$ cat src/rtl/muldiv_pkg.sv
// Shared definitions for the HI/LO multiply/divide unit: ALU select codes
// for MUL/DIV, the control FSM state type and default sizing.
package muldiv_pkg;

    // Same encodings as the ALU select field
    localparam logic [3:0] SEL_MUL = 4'd3;
    localparam logic [3:0] SEL_DIV = 4'd4;

    localparam int DEFAULT_WIDTH = 32;
    localparam int DEFAULT_CNT_W = 6;

    typedef enum logic [1:0] {
        IDLE = 2'd0,
        MUL  = 2'd1,
        DIV  = 2'd2,
        FIN  = 2'd3
    } state_t;

endpackage

$ cat src/rtl/hilo_muldiv_div_step.sv
// One restoring-divide step: shift the dividend bit into the partial
// remainder, trial-subtract the divisor, keep the difference if it fits.
module div_step #(
    parameter int WIDTH = 32
) (
    input  logic [WIDTH-1:0] rem_i,
    input  logic             bit_i,
    input  logic [WIDTH-1:0] div_i,
    output logic [WIDTH-1:0] rem_o,
    output logic             q_o
);

    logic [WIDTH:0] shifted;
    logic [WIDTH:0] diff;

    // Trial subtract; a clear top bit of the difference means no borrow
    always_comb begin
        shifted = {rem_i, bit_i};
        diff    = shifted - {1'b0, div_i};
        q_o     = ~diff[WIDTH];
        rem_o   = q_o ? diff[WIDTH-1:0] : shifted[WIDTH-1:0];
    end

endmodule

$ cat src/rtl/hilo_muldiv.sv
// Multi-cycle unsigned multiply/divide unit with architectural HI/LO.
// Optional macro HILO_MULDIV_FAST_MUL_EN: single-cycle combinational
// multiply in the MUL state instead of the iterative shift-add.
module hilo_muldiv
    import muldiv_pkg::*;
#(
    parameter int WIDTH = DEFAULT_WIDTH,
    parameter int CNT_W = DEFAULT_CNT_W
) (
    input  logic             clk,
    input  logic             rst,
    input  logic             start,
    input  logic [3:0]       sel,
    input  logic [WIDTH-1:0] x,
    input  logic [WIDTH-1:0] y,
    input  logic             wr_hi,
    input  logic             wr_lo,
    input  logic [WIDTH-1:0] wr_data,
    output logic             busy,
    output logic             done,
    output logic             div_by_zero,
    output logic [WIDTH-1:0] hi,
    output logic [WIDTH-1:0] lo
);

    localparam logic [CNT_W-1:0] LAST = CNT_W'(WIDTH - 1);

    state_t             state_q, state_d;
    logic [CNT_W-1:0]   cnt_q, cnt_d;
    // Multiplicand (MUL) or divisor (DIV), latched at start
    logic [WIDTH-1:0]   m_q, m_d;
    // Working register: MUL {acc, multiplier}; DIV {remainder, dividend/quotient}
    logic [2*WIDTH-1:0] prod_q, prod_d;
    logic [WIDTH-1:0]   hi_q, hi_d;
    logic [WIDTH-1:0]   lo_q, lo_d;
    logic               done_q, done_d;
    logic               dbz_q, dbz_d;
    logic               dbz_pend_q, dbz_pend_d;

    logic               accept;
    logic [WIDTH-1:0]   rem_next;
    logic               q_bit;
`ifndef HILO_MULDIV_FAST_MUL_EN
    logic [WIDTH:0]     mul_sum;
`endif

    div_step #(
        .WIDTH(WIDTH)
    ) u_div_step (
        .rem_i (prod_q[2*WIDTH-1:WIDTH]),
        .bit_i (prod_q[WIDTH-1]),
        .div_i (m_q),
        .rem_o (rem_next),
        .q_o   (q_bit)
    );

    // State and datapath registers
    always_ff @(posedge clk or posedge rst) begin
        if (rst) begin
            state_q    <= IDLE;
            cnt_q      <= '0;
            m_q        <= '0;
            prod_q     <= '0;
            hi_q       <= '0;
            lo_q       <= '0;
            done_q     <= 1'b0;
            dbz_q      <= 1'b0;
            dbz_pend_q <= 1'b0;
        end else begin
            state_q    <= state_d;
            cnt_q      <= cnt_d;
            m_q        <= m_d;
            prod_q     <= prod_d;
            hi_q       <= hi_d;
            lo_q       <= lo_d;
            done_q     <= done_d;
            dbz_q      <= dbz_d;
            dbz_pend_q <= dbz_pend_d;
        end
    end

    // Next-state, iteration datapath and HI/LO update
    always_comb begin
        state_d    = state_q;
        cnt_d      = cnt_q;
        m_d        = m_q;
        prod_d     = prod_q;
        hi_d       = hi_q;
        lo_d       = lo_q;
        done_d     = 1'b0;
        dbz_d      = dbz_q;
        dbz_pend_d = dbz_pend_q;
        accept     = start && (sel == SEL_MUL || sel == SEL_DIV);
`ifndef HILO_MULDIV_FAST_MUL_EN
        mul_sum    = {1'b0, prod_q[2*WIDTH-1:WIDTH]}
                   + (prod_q[0] ? {1'b0, m_q} : '0);
`endif

        case (state_q)
            IDLE: begin
                if (accept) begin
                    cnt_d      = '0;
                    dbz_d      = 1'b0;
                    dbz_pend_d = 1'b0;
                    if (sel == SEL_MUL) begin
                        m_d     = x;
                        prod_d  = {{WIDTH{1'b0}}, y};
                        state_d = MUL;
                    end else if (y != '0) begin
                        m_d     = y;
                        prod_d  = {{WIDTH{1'b0}}, x};
                        state_d = DIV;
                    end else begin
                        // Divide by zero: preload the final HI/LO image
                        prod_d     = {x, {WIDTH{1'b1}}};
                        dbz_pend_d = 1'b1;
                        state_d    = FIN;
                    end
                end else begin
                    if (wr_hi) hi_d = wr_data;
                    if (wr_lo) lo_d = wr_data;
                end
            end
            MUL: begin
`ifdef HILO_MULDIV_FAST_MUL_EN
                prod_d  = {{WIDTH{1'b0}}, m_q} * {{WIDTH{1'b0}}, prod_q[WIDTH-1:0]};
                state_d = FIN;
`else
                prod_d = {mul_sum, prod_q[WIDTH-1:1]};
                cnt_d  = cnt_q + CNT_W'(1);
                if (cnt_q == LAST) begin
                    cnt_d   = '0;
                    state_d = FIN;
                end
`endif
            end
            DIV: begin
                prod_d = {rem_next, prod_q[WIDTH-2:0], q_bit};
                cnt_d  = cnt_q + CNT_W'(1);
                if (cnt_q == LAST) begin
                    cnt_d   = '0;
                    state_d = FIN;
                end
            end
            FIN: begin
                hi_d    = prod_q[2*WIDTH-1:WIDTH];
                lo_d    = prod_q[WIDTH-1:0];
                done_d  = 1'b1;
                if (dbz_pend_q) dbz_d = 1'b1;
                state_d = IDLE;
            end
            default: state_d = IDLE;
        endcase
    end

    assign busy        = (state_q != IDLE);
    assign done        = done_q;
    assign div_by_zero = dbz_q;
    assign hi          = hi_q;
    assign lo          = lo_q;

endmodule

$ cat config.mk
export PLATFORM = sky130hd
export DESIGN_NAME = hilo_muldiv
export DESIGN_NICKNAME = d
export VERILOG_FILES = /design/src/rtl/muldiv_pkg.sv /design/src/rtl/hilo_muldiv_div_step.sv /design/src/rtl/hilo_muldiv.sv
export SDC_FILE = /design/constraint.sdc
export NUM_CORES = 1
export LEC_CHECK = 0
export ABC_AREA = 1
export CAP_MARGIN = 10
export CORE_AREA = 3 3 144 174
export CTS_CLUSTER_DIAMETER = 120
export DETAILED_ROUTE_END_ITERATION = 8
export DIE_AREA = 0 0 147 177
export PLACE_DENSITY = 0.95
export SLEW_MARGIN = 20
export SYNTH_ARGS = -nofsm -noshare
export SYNTH_HDL_FRONTEND = slang
export SYNTH_SLANG_ARGS = --single-unit
$ cat constraint.sdc
create_clock -name clk -period 14.4 [get_ports clk]
set_input_delay 2.16 -clock clk [delete_from_list [all_inputs] [get_ports clk]]
set_output_delay 2.16 -clock clk [all_outputs]
set_load 0.005 [all_outputs]
# Word-level counts from Yosys, hierarchy flattened
# Cells that the tools add are included.
# Widths: inputs -> output; s select.
[totals]
rom_bits = 0
in_bits = 105
latchBits = 0
n_memories = 0
ff_bits = 171
ram_bits = 0
[classes]
n_div = 0
reduce_logical = 18
n_lt_le_gt_ge = 0
bitwise = 1
shifts = 0
n_eq_ne = 12
n_mul = 0
muxes = 28
n_addsub = 3
[op_table]
columns = ["cell", "count"]
rows = [
  ["$mux 32", 8],
  ["$mux 64", 3],
  ["$pmux 64 s3", 1],
  ["$pmux 32 s2", 2],
  ["$add 32x32->33", 1],
  ["$sub 33x32->33", 1],
  ["$reduce_bool 32->1", 1],
  ["$mux 6", 2],
  ["$pmux 6 s2", 1],
  ["$reduce_and 3->1", 4],
  ["$ne 2x2->1 const B", 5],
  ["$reduce_and 2->1", 4],
  ["$reduce_bool 2->1", 4],
  ["$add 6x1->6 const B", 1],
  ["$eq 6x5->1 const B", 1],
  ["$mux 1", 6],
  ["$mux 2", 3],
  ["$pmux 2 s3", 1],
  ["$eq 2x2->1 const B", 2],
  ["$eq 4x2->1 const B", 1],
  ["$eq 4x3->1 const B", 1],
  ["$reduce_bool 3->1", 1],
  ["$eq 2x1->1 const B", 1],
  ["$logic_not 2->1", 1],
  ["other kinds (6)", 6],
]

# Depth between registers and ports, before layout
# Gate-level depths: netlist (run 1).
[logic_depth]
depth_word = 5
mapped_depth = 23
ltp_nobuf = 21

# Cells and area by module
# A second synthesis (run 1) with hierarchy kept.
[hier_totals]
hier_cells = 2559
area_unflattened_um2 = 15138.3
[modules_own_cells]
columns = ["mod", "area_each_um2", "seq_area_each_um2", "cells_per_inst", "instances"]
rows = [
  ["hilo_muldiv", 11987.7, 4279.1, 1879, 1],
  ["div_step", 3150.5, 0.0, 680, 1],
]

# Least setup slack after synthesis (run 1)
# No wires, ideal clock.
[synth_timing]
path_type = "input to register"
start = "input port sel[3]"
end = "register m_q[13]"
cell_stages = 10
setup_ns = 0.134
required_ns = 14.266
path_slack_ns = 10.895
arrival_time_ns = 3.371
path_cell_list = "nor2_1 nand3_2 nand2_1 nand2_1 nor2_2 inv_2 a21oi_2 buf_2 clkbuf_1 o21ai_0"
[synth_via]
elab_chain_len = 4
[synth_lines]
columns = ["element", "line", "source"]
rows = [
  ["start: declaration", "hilo_muldiv.sv:13", "input logic [3:0] sel,"],
  ["$eq 4x2->1 / $eq 4x3->1 (equally long branches)", "hilo_muldiv.sv:93, hilo_muldiv.sv:105", ""],
  ["$logic_or 1x1->1", "hilo_muldiv.sv:93", "accept = start && (sel == SEL_MUL || sel == SEL_DIV);"],
  ["$logic_and 1x1->1", "hilo_muldiv.sv:93", ""],
  ["$reduce_and 3->1 (no line)", "n/a", ""],
  ["end signal: assignment", "hilo_muldiv.sv:72", "m_q <= m_d;"],
  ["end: declaration", "hilo_muldiv.sv:31", "logic [WIDTH-1:0] m_q, m_d;"],
]
# Parallel ways exist; a longest one is shown, timed or not.
# A chain may end at the register's enable or synchronous reset.

# Worst setup path after layout (run 1)
[layout_timing]
start = "input port sel[3]"
end = "register cnt_q[3]"
[layout_via]
elab_chain_len = 5
[layout_lines]
columns = ["element", "line", "source"]
rows = [
  ["$eq 4x2->1 / $eq 4x3->1 (equally long branches)", "hilo_muldiv.sv:93", ""],
  ["$logic_or 1x1->1 *", "hilo_muldiv.sv:93", ""],
  ["$logic_and 1x1->1 *", "hilo_muldiv.sv:93", ""],
  ["$ne 2x2->1 (no line) *", "n/a", ""],
  ["$reduce_and 2->1 (no line) *", "n/a", ""],
  ["end signal: assignment", "hilo_muldiv.sv:71", "cnt_q <= cnt_d;"],
  ["end: declaration", "hilo_muldiv.sv:29", "logic [CNT_W-1:0] cnt_q, cnt_d;"],
]
# Every way passes the cells marked *; elsewhere a longest branch is shown, timed or not.

==> results of run 1 <==
==> synthesized netlist by cell type (8+ instances only) <==
| master | instances | share of area [%] |
|---|---|---|
| nand2_1 | 704 | 18 |
| inv_1 | 312 | 8.0 |
| nor2_1 | 209 | 5.4 |
| dfrtp_1 | 171 | 29 |
| a21oi_1 | 164 | 5.6 |
| nand3_1 | 125 | 4.3 |
| o211ai_1 | 93 | 4.8 |
| o21ai_0 | 71 | 2.4 |
| ha_1 | 69 | 5.9 |
| clkbuf_1 | 67 | 1.7 |
| a31oi_1 | 35 | 1.5 |
| o21a_1 | 34 | 1.8 |
| a22o_1 | 28 | 1.7 |
| buf_2 | 17 | 0.58 |
| o21ai_1 | 17 | 0.58 |
| nand2_2 | 12 | 0.52 |
| o21bai_1 | 12 | 0.62 |
| xor2_1 | 12 | 0.72 |
| nand4_1 | 11 | 0.47 |
| nand3_2 | 10 | 0.69 |
| nand3b_1 | 10 | 0.52 |
| nand2_4 | 8 | 0.62 |
==> power groups by stage <==
stage               Clock (W)  Sequential [W]  Combinational (W)
floorplan                   0        0.000886            0.00223
global placement            0        0.000931            0.00295
detailed placement          0        0.000944            0.00306
CTS                  0.000464        0.000942            0.00310
global route         0.000485        0.000977            0.00350
finish               0.000466        0.000957            0.00318
==> layout make-up <==
| type | instances | area [sq um] | area share (%) |
|---|---|---|---|
| Sequential cell | 171 | 4279 | 25.37 |
| Tap cell | 315 | 394.1 | 2.336 |
| Inverter | 319 | 1202 | 7.127 |
| Multi-Input combinational cell | 1670 | 8616 | 51.07 |
| Clock buffer | 17 | 425.4 | 2.522 |
| Timing Repair Buffer | 182 | 1798 | 10.66 |
| Clock inverter | 14 | 155.1 | 0.9197 |
==> how the worst max path moves through the flow <==
stage                endpoint  slack (ns)  depth (start not counted)
floorplan            cnt_q[0]        7.61                          1
global route         cnt_q[3]        8.98                         14
global placement    prod_q[1]        8.88                          9
CTS                  cnt_q[3]        9.26                         14
finish               cnt_q[3]        9.10                         14
detailed placement   cnt_q[3]        8.96                         14
==> logic make-up after synthesis <==
family,Yosys count
AO/OA/AOI/OAI,472
XOR/XNOR,16
adder cells (fa/ha/maj),71
buffers and inverters,419
flip-flops,171
AND/OR/NAND/NOR,1111
==> metal layers <==
layer / track usage, % / up-vias / wire, um
li1: - / 7529 / -
met5: 0 / - / 13
met3: 7.992 / 168 / 6185
met2: 64.62 / 1112 / 24110
met1: 54.24 / 7538 / 20750
met4: 15.66 / 2 / 2287
==> state kept, by name, summed over array words and instances, names as in the netlist <==
signal,count
cnt_q,6
dbz_pend_q,1
div_by_zero,1
done,1
hi,32
lo,32
m_q,32
prod_q,64
state_q,2
==> through the flow <==
step                      cell area [sq um]  power, W  std cells  hold slack (ns)  util [%]
after floorplan                       14560  0.003115       2260           0.4657         -
after global placement                16280  0.003885       2657           0.4725     69.71
after detailed placement              16290  0.003999       2657           0.4787     69.73
after CTS                             16870  0.004505       2688           0.4963     72.22
after global routing                  16870  0.004959       2688           0.5240     72.23
final                                 16870  0.004601       2688           0.4939     72.23
==> critical path, cell delays in order <==
cell and delay, ns:
clkdlybuf4s50_1 0.48, nor2_1 0.06, nand3_2 0.06, buf_4 0.59
nand2_1 0.13, nand2_1 0.15, nor2_2 0.07, inv_2 0.15
nand2_4 0.26, inv_2 0.11, buf_4 0.81, nor2_1 0.18
o22ai_1 0.24, a21oi_1 0.09
==> metrics.cfg, run 1 <==
[power_and_ir_drop]
seq_power_share_pct = 20.8
p_int_w = 0.002077
p_sw_share_pct = 54.85
vdd_drop_max_v = 0.0001623
p_comb_share_pct = 69.1
p_leak_nw = 8.501
p_sw_w = 0.002524
clkPwrFrac_pct = 10.1
powerDensity_nw_per_um2 = 272.7

[drt]
drc = 0
first_iter_violations = 2042
via_count = 16350
ant_nets = 0
via_per_inst = 6.082
routed_wl_mm = 53.35
wl_per_cell_um = 19.85
drt_first_pass_iters = 6

[cts]
clockBufferDepth = 2
clk_pin_slew_worst_paths_ns = 0.08
tritoncts = done
cts_root_buf = clkbuf_16
postCtsSetupRepairBufs = 0
numCtsBuffers = 17
clk_latency_ns = 0.45
cts.sinks = 171
ctsResizeCount = 0
hold_buffers = 0
h-tree-depth = 4

[synthesis]
synth_top_family_by_area = simple AND/OR/NAND/NOR gates
netlist_area_sq_um = 14560
synth_compound_gate_area_share_pct = 20.09
syn-instance-count = 2260
synth.yosys.seq_area_share_pct = 29.38
synthXorXnorAreaFrac_pct = 0.9623
synth_enable_flop_cells = 0
async_flop_share_pct = 100.0
synth_fa_ha_area_share_pct = 6.203
ys.flop_type = dfrtp_1
post_synth_and_or_nand_nor_area_fraction_pct = 31.76
synth_mux_area_share_pct = 0
syn_nets = 2436
synth_seq_cells = 171
syn_avg_cell_area_sq_um = 6.444
synth_cell_types = 50
synth_warnings = 0

[worst_setup_path]
crit_start = sel[3]
timing.rr.end = prod_q[53]
worst-path-max-fanout = 104
r2r_start = prod_q[0]
worstPathRequired_ns = 14.70
r2r_slack_ns = 11.05
start_kind = input port
reg2reg_depth = 21
end_kind = flip-flop
path_class = input port to flip-flop
arrival_ns = 5.61

[layout]
fill_cells = 1938
drive_gt1_share_pct = 4.214
syn2layout_area_growth_pct = 15.84
mostFrequentLayoutCells = nand2_1 (704), inv_1 (310), nor2_1 (208)
num_antenna_cells = 0
nets = 2537
final_common_cell = nand2_1

[global_routing]
grt_max_degree = 105
grt_pass1_wl_mm = 83.39
grt_pass1_vias = 15500
antenna_found_initial = 1
grt_usage_pct = 40.33
grt-ovfl-total = 0

[sta]
period_minus_slack_ns = 5.305
relSlewSlack_pct = 26.94
hold_viol = 0
worst_slew_pin_slew_ns = 1.096
setup_slack_ns = 9.095
setup_viol = 0
clock.fmax_mhz = 188.5
slew_viol_final = 0
skew_ns = 0.02356
timing.final.crit_share_pct = 36.84
fin_tns_setup_ns = 0
rsz0062_at_grt = no

[placed_design]
dp_hpwl_mm = 39.68
place_congestion = 1.048
post-place-ws_ns = 8.959
port_buffers = 171

[floorplanning]
chipWidth_um = 147
die_area_sq_um = 26020
core.rowCount = 61
core_area_sq_um = 23350
pin_count = 172
die_y_um = 177
initial_core_util_pct = 62.35

[min_path]
hold_end = hi[3]
hp-start = hi[3]
hold_depth = 1
hp-class = flip-flop to flip-flop

[status]
status = completed

[flow_run]
drv_cap = 0

Note: power is estimated with default switching activity, not from simulation.
==> run 2: changes to the inputs <==
--- a/config.mk
+++ b/config.mk
@@ -7,11 +7,11 @@
 export LEC_CHECK = 0
 export ABC_AREA = 1
 export CAP_MARGIN = 10
-export CORE_AREA = 3 3 144 174
+export CORE_AREA = 3 3 157 190
 export CTS_CLUSTER_DIAMETER = 120
 export DETAILED_ROUTE_END_ITERATION = 8
-export DIE_AREA = 0 0 147 177
-export PLACE_DENSITY = 0.95
+export DIE_AREA = 0 0 160 193
+export PLACE_DENSITY = 0.88
 export SLEW_MARGIN = 20
 export SYNTH_ARGS = -nofsm -noshare
 export SYNTH_HDL_FRONTEND = slang
==> constraint.sdc (replaced) <==
create_clock -name clk -period 4.3 [get_ports clk]
set_input_delay 0.645 -clock clk [delete_from_list [all_inputs] [get_ports clk]]
set_output_delay 0.645 -clock clk [all_outputs]
set_load 0.005 [all_outputs]
==> run 2 against run 1 <==
Die area increased by 19%. Global-route usage decreased by 6.9 points. Highest routed layer is now met4. Largest cell class unchanged. Cell count increased by 2.6%. Sequential power increased to 3.3 times the previous value. Via count decreased by 3.2%. Critical path depth increased by 4. Clock power increased to 3.4 times the previous value. Register-to-register slack got worse by 10 ns. Routed wire length decreased by 1.2%. Clock skew decreased by 0.0068 ns. Combinational power increased to 3.3 times the previous value.
==> metrics.cfg, run 2 (same netlist as run 1, synthesis figures left out) <==
[sta]
rsz0062_at_grt = no
fin_tns_setup_ns = 0
holdWs_ns = 0.4860
period_minus_slack_ns = 3.242
skew_ns = 0.01675
worst_slew_pin_slew_ns = 1.017
hold_viol = 0
slew_viol_final = 0
relSlewSlack_pct = 32.07
clock.fmax_mhz = 308.5
timing.final.crit_share_pct = 75.39
setup_viol = 0

[global_routing]
met1_usage_pct = 45.01
grt_pass1_wl_mm = 81.30
use_met2_pct = 55.57
antenna_found_initial = 0
grt_max_degree = 90
grt_usage_pct = 33.40
busiest_layer = met2
use_met3_pct = 5.406
grt-ovfl-total = 0
grt_pass1_vias = 14810

[floorplanning]
pin_count = 172
core_area_sq_um = 28000
core.rowCount = 67
chipWidth_um = 160
die_y_um = 193
initial_core_util_pct = 52.01
die_area_sq_um = 30880

[power_and_ir_drop]
p_leak_nw = 8.551
p_int_w = 0.007117
p_sw_w = 0.008233
p_comb_share_pct = 68.9
seq_power_share_pct = 20.6
clkPwrFrac_pct = 10.4
p_sw_share_pct = 53.64
powerDensity_nw_per_um2 = 900.1
vdd_drop_max_v = 0.0006777

[cts]
cts.sinks = 171
hold_buffers = 0
clockBufferDepth = 2
postCtsSetupRepairBufs = 0
numCtsBuffers = 17
h-tree-depth = 4
clk_latency_ns = 0.45
tritoncts = done
clk_pin_slew_worst_paths_ns = 0.07
cts_root_buf = clkbuf_16
ctsResizeCount = 0

[layout]
fill_cells = 2649
drive_gt1_share_pct = 4.454
num_antenna_cells = 0
syn2layout_area_growth_pct = 17.11
mostFrequentLayoutCells = nand2_1 (704), inv_1 (310), nor2_1 (208)
final_cells = 2759
largest_reg_flops = 64
final_common_cell = nand2_1
nets = 2544
regMostFlops = prod_q

[worst_setup_path]
r2r_slack_ns = 1.06
start_kind = flip-flop
worstPathRequired_ns = 4.63
worst-path-max-fanout = 21
path_class = flip-flop to flip-flop
arrival_ns = 3.57
end_kind = flip-flop

[drt]
drt_first_pass_iters = 6
wl_per_cell_um = 19.11
via_count = 15830
first_iter_violations = 1943
ant_nets = 0
drc = 0
routed_wl_mm = 52.73
via_per_inst = 5.736

[placed_design]
place_congestion = 0.9746
dp_hpwl_mm = 40.88
port_buffers = 171
dpl.cell_count = 2728

[status]
status = completed

[flow_run]
drv_cap = 0

[min_path]
hp-class = flip-flop to flip-flop

## run 2: cell types whose count changed in the layout (fill, tap and decap cells not counted)
cell | before | now
clkbuf_1 | 0 | 1
buf_4 | 10 | 15
o211a_2 | 1 | 0
buf_12 | 0 | 3
clkinv_8 | 3 | 0
inv_8 | 4 | 2
clkinv_2 | 0 | 2
buf_6 | 1 | 0
inv_6 | 2 | 3
o211a_4 | 0 | 1
clkinv_4 | 6 | 1
clkbuf_8 | 0 | 2
clkinvlp_4 | 0 | 2
bufinv_16 | 0 | 2
## run 2: power groups by stage
stage | Combinational, W | Sequential, W | Clock (W)
2_1_floorplan | 0.00747 | 0.00297 | 0
3_3_place_gp | 0.0101 | 0.00313 | 0
3_5_place_dp | 0.0103 | 0.00316 | 0
4_1_cts | 0.0104 | 0.00314 | 0.00160
5_1_grt | 0.0117 | 0.00325 | 0.00167
6_report | 0.0106 | 0.00317 | 0.00160
## run 2: final cells by class
class	instances	area, sq um	area share [%]
clock buffers	20	456.7	2.678
clock inverters	11	135.1	0.7924
inverters	319	1201	7.043
multi-input cells	1670	8623	50.56
flip-flops and latches	171	4279	25.09
well taps	379	474.2	2.781
repair buffers	189	1884	11.05
## run 2: worst paths after layout
kind                         endpoint  startpoint  cells past startpoint
setup / recovery           prod_q[49]  prod_q[31]                     18
hold / removal                  hi[5]       hi[5]                      1
setup reg to reg           prod_q[49]  prod_q[31]                     18
hold reg to reg                 hi[5]       hi[5]                      1
max in group asynchronous  prod_q[60]         rst                      3
min in group asynchronous      hi[23]         rst                      2
## run 2: per-stage QoR
step / area (sq um) / setup slack, ns / total power, W / utilization (%)
after floorplan: 14570 / 1.472 / 0.01043 / -
after global placement: 16450 / 0.9158 / 0.01326 / 58.75
after detailed placement: 16450 / 1.081 / 0.01351 / 58.77
after CTS: 17050 / 1.105 / 0.01516 / 60.88
after global routing: 17050 / 0.8957 / 0.01663 / 60.91
final: 17050 / 1.058 / 0.01535 / 60.91
## run 2: layer usage
metal,share of wire [%],wire length [um]
met1,41,21780
met2,46,24500
met3,9.5,4996
met4,2.8,1450
met5,0,0
## run 2: worst max-delay path: stages, from the launching register on
cell      delay (ns)
dfrtp_1         0.39
inv_1           0.23
ha_1            0.21
inv_1           0.06
fa_1            0.46
nand2_1         0.14
nand2_1         0.07
nand3b_1        0.13
nand2_2         0.12
nand2_2         0.09
nand2_4         0.07
nand2_4         0.12
nand3_4         0.12
nand2_4         0.40
nand3_2         0.22
nand3_1         0.12
nand2_1         0.06
nand2_1         0.05
nand2_1         0.05
==> run 3: changes to the inputs <==
==> constraint.sdc (replaced) <==
create_clock -name clk -period 2.78 [get_ports clk]
set_input_delay 0.417 -clock clk [delete_from_list [all_inputs] [get_ports clk]]
set_output_delay 0.417 -clock clk [all_outputs]
set_load 0.005 [all_outputs]
==> run 3 against run 2 <==
Setup slack lost 0.99 ns. Cell area grew 4.1%. Register-to-register slack lost 0.99 ns. Sequential power grew 54%. Global-route usage grew 2.7 points. Clock-buffer cell count shrank 2. Die area is the same. Sequential cell count is the same. Highest routed layer unchanged.
==> metrics.cfg, run 3 (same netlist as run 1, synthesis figures left out) <==
[cts]
clk_latency_ns = 0.44
clk_pin_slew_worst_paths_ns = 0.07
cts_root_buf = clkbuf_16
h-tree-depth = 4
numCtsBuffers = 17
clockBufferDepth = 2
cts.sinks = 171
tritoncts = done

[worst_setup_path]
max_stage_delay_ns = 0.39
path_cells = buf_4, ha_1, inv_1, fa_2, nand2_2, nand2_1, nand3b_1, nand2_2, nand2_2, nand2_4, nand2_8, nand2_4, nand2_4, nand3_4, o21ai_0, o21ai_1, nand2_1
path_class = flip-flop to flip-flop
arrival_ns = 3.03
cp.depth = 17
cp_slowest_cell = dfrtp_1
critPathBufInv = 2
worst-path-max-fanout = 8
worstPathRequired_ns = 3.09
end_kind = flip-flop
start_kind = flip-flop
reg2reg_depth = 17
critical-path-top-delay-family = simple AND/OR/NAND/NOR gates

[power_and_ir_drop]
vdd_drop_max_v = 0.0009324
p_leak_nw = 8.852
seq_power_share_pct = 19.3
clkPwrFrac_pct = 10.4
powerDensity_nw_per_um2 = 1426
total_power_w = 0.02533
p_sw_w = 0.01367
p_int_w = 0.01166
p_comb_share_pct = 70.3
p_sw_share_pct = 53.97

[layout]
final_util_pct = 63.42
syn2layout_area_growth_pct = 21.93
final_common_cell = nand2_1
mostFrequentLayoutCells = nand2_1 (697), inv_1 (309), nor2_1 (199)
largest_reg_flops = 64
num_antenna_cells = 0
drive_gt1_share_pct = 7.964
regMostFlops = prod_q
nets = 2599
post-route-cell-area_sq_um = 17760

[sta]
period_minus_slack_ns = 2.716
setup_viol = 0
timing.final.crit_share_pct = 97.71
worst_slew_pin_slew_ns = 0.8118
skew_ns = 0.01129
setup_slack_ns = 0.06362
relSlewSlack_pct = 45.88
slew_viol_final = 0
holdWs_ns = 0.4804
clock.fmax_mhz = 368.1
hold_viol = 0

[placed_design]
place_congestion = 1.007
post-place-ws_ns = -0.1431
dp_hpwl_mm = 44.30
post_dp_cell_area_sq_um = 16880
port_buffers = 171

[drt]
routed_wl_mm = 57.04
drt_first_pass_iters = 8
wl_per_cell_um = 20.26
via_count = 16450
drc = 0
via_per_inst = 5.844
ant_nets = 0
first_iter_violations = 2033

[global_routing]
grt-ovfl-total = 0
grt_max_degree = 72
grt_pass1_vias = 15640
grt_pass1_wl_mm = 87.40
antenna_found_initial = 0
grt_usage_pct = 36.14

[floorplanning]
core.rowCount = 67
pin_count = 172
core_area_sq_um = 28000
die_y_um = 193
chipWidth_um = 160
initial_core_util_pct = 52.01
die_area_sq_um = 30880

[min_path]
hp-class = input port to asynchronous set/reset pin

[status]
status = completed

[flow_run]
drv_cap = 0

## run 3: final timing paths
check,from,to,slack [ns]
min in group clk,hi[31],hi[31],0.49
max reg2reg,m_q[0],prod_q[0],0.06
min reg2reg,hi[31],hi[31],0.49
max,m_q[0],prod_q[0],0.06
max in group asynchronous,rst,state_q[1],1.61
min,rst,prod_q[23],0.48
## run 3: area by class of cell
cell class | count | area (sq um)
timing repair buffer | 242 | 2357
inverter | 319 | 1204
clock inverter | 14 | 206.4
fill | 2579 | 10240
tap | 379 | 474.2
sequential | 171 | 4279
multi-input combinational | 1672 | 8797
clock buffer | 18 | 439.2
## run 3: layer usage
metal	global-route usage [%]	up-vias	wire length, um
li1	-	7662	-
met1	48.01	7722	22780
met2	60.21	941	26430
met3	6.197	127	5867
met4	12.35	0	1962
met5	0	-	0
## run 3: worst reg2reg max path, stage by stage, from the launching register on
cell	delay, ns
dfrtp_1	0.39
buf_4	0.14
ha_1	0.20
inv_1	0.10
fa_2	0.23
nand2_2	0.09
nand2_1	0.08
nand3b_1	0.10
nand2_2	0.13
nand2_2	0.07
nand2_4	0.10
nand2_8	0.09
nand2_4	0.12
nand2_4	0.09
nand3_4	0.12
o21ai_0	0.20
o21ai_1	0.26
nand2_1	0.09
## run 3: repair_timing
action,CTS,global route
pin swaps,1,6
endpoints found under the setup margin,21,34
buffers inserted,0,4
cloned,2,0
hold buffers,0,0
resized for setup,2,43
## run 3: through the flow
step	TNS, ns	cells
after floorplan	0	2260
after global placement	-0.5263	2777
after detailed placement	-0.7901	2777
after CTS	-0.03536	2811
after global routing	-0.01817	2815
final	0	2815
## run 3: power groups by stage
| stage | registers (W) | logic [W] | clock network, W |
|---|---|---|---|
| 6_report | 0.00488 | 0.0178 | 0.00263 |
| 4_1_cts | 0.00482 | 0.0171 | 0.00264 |
| 5_1_grt | 0.00497 | 0.0195 | 0.00273 |
| 3_5_place_dp | 0.00484 | 0.0168 | 0 |
| 2_1_floorplan | 0.00459 | 0.0116 | 0 |
| 3_3_place_gp | 0.00477 | 0.0165 | 0 |
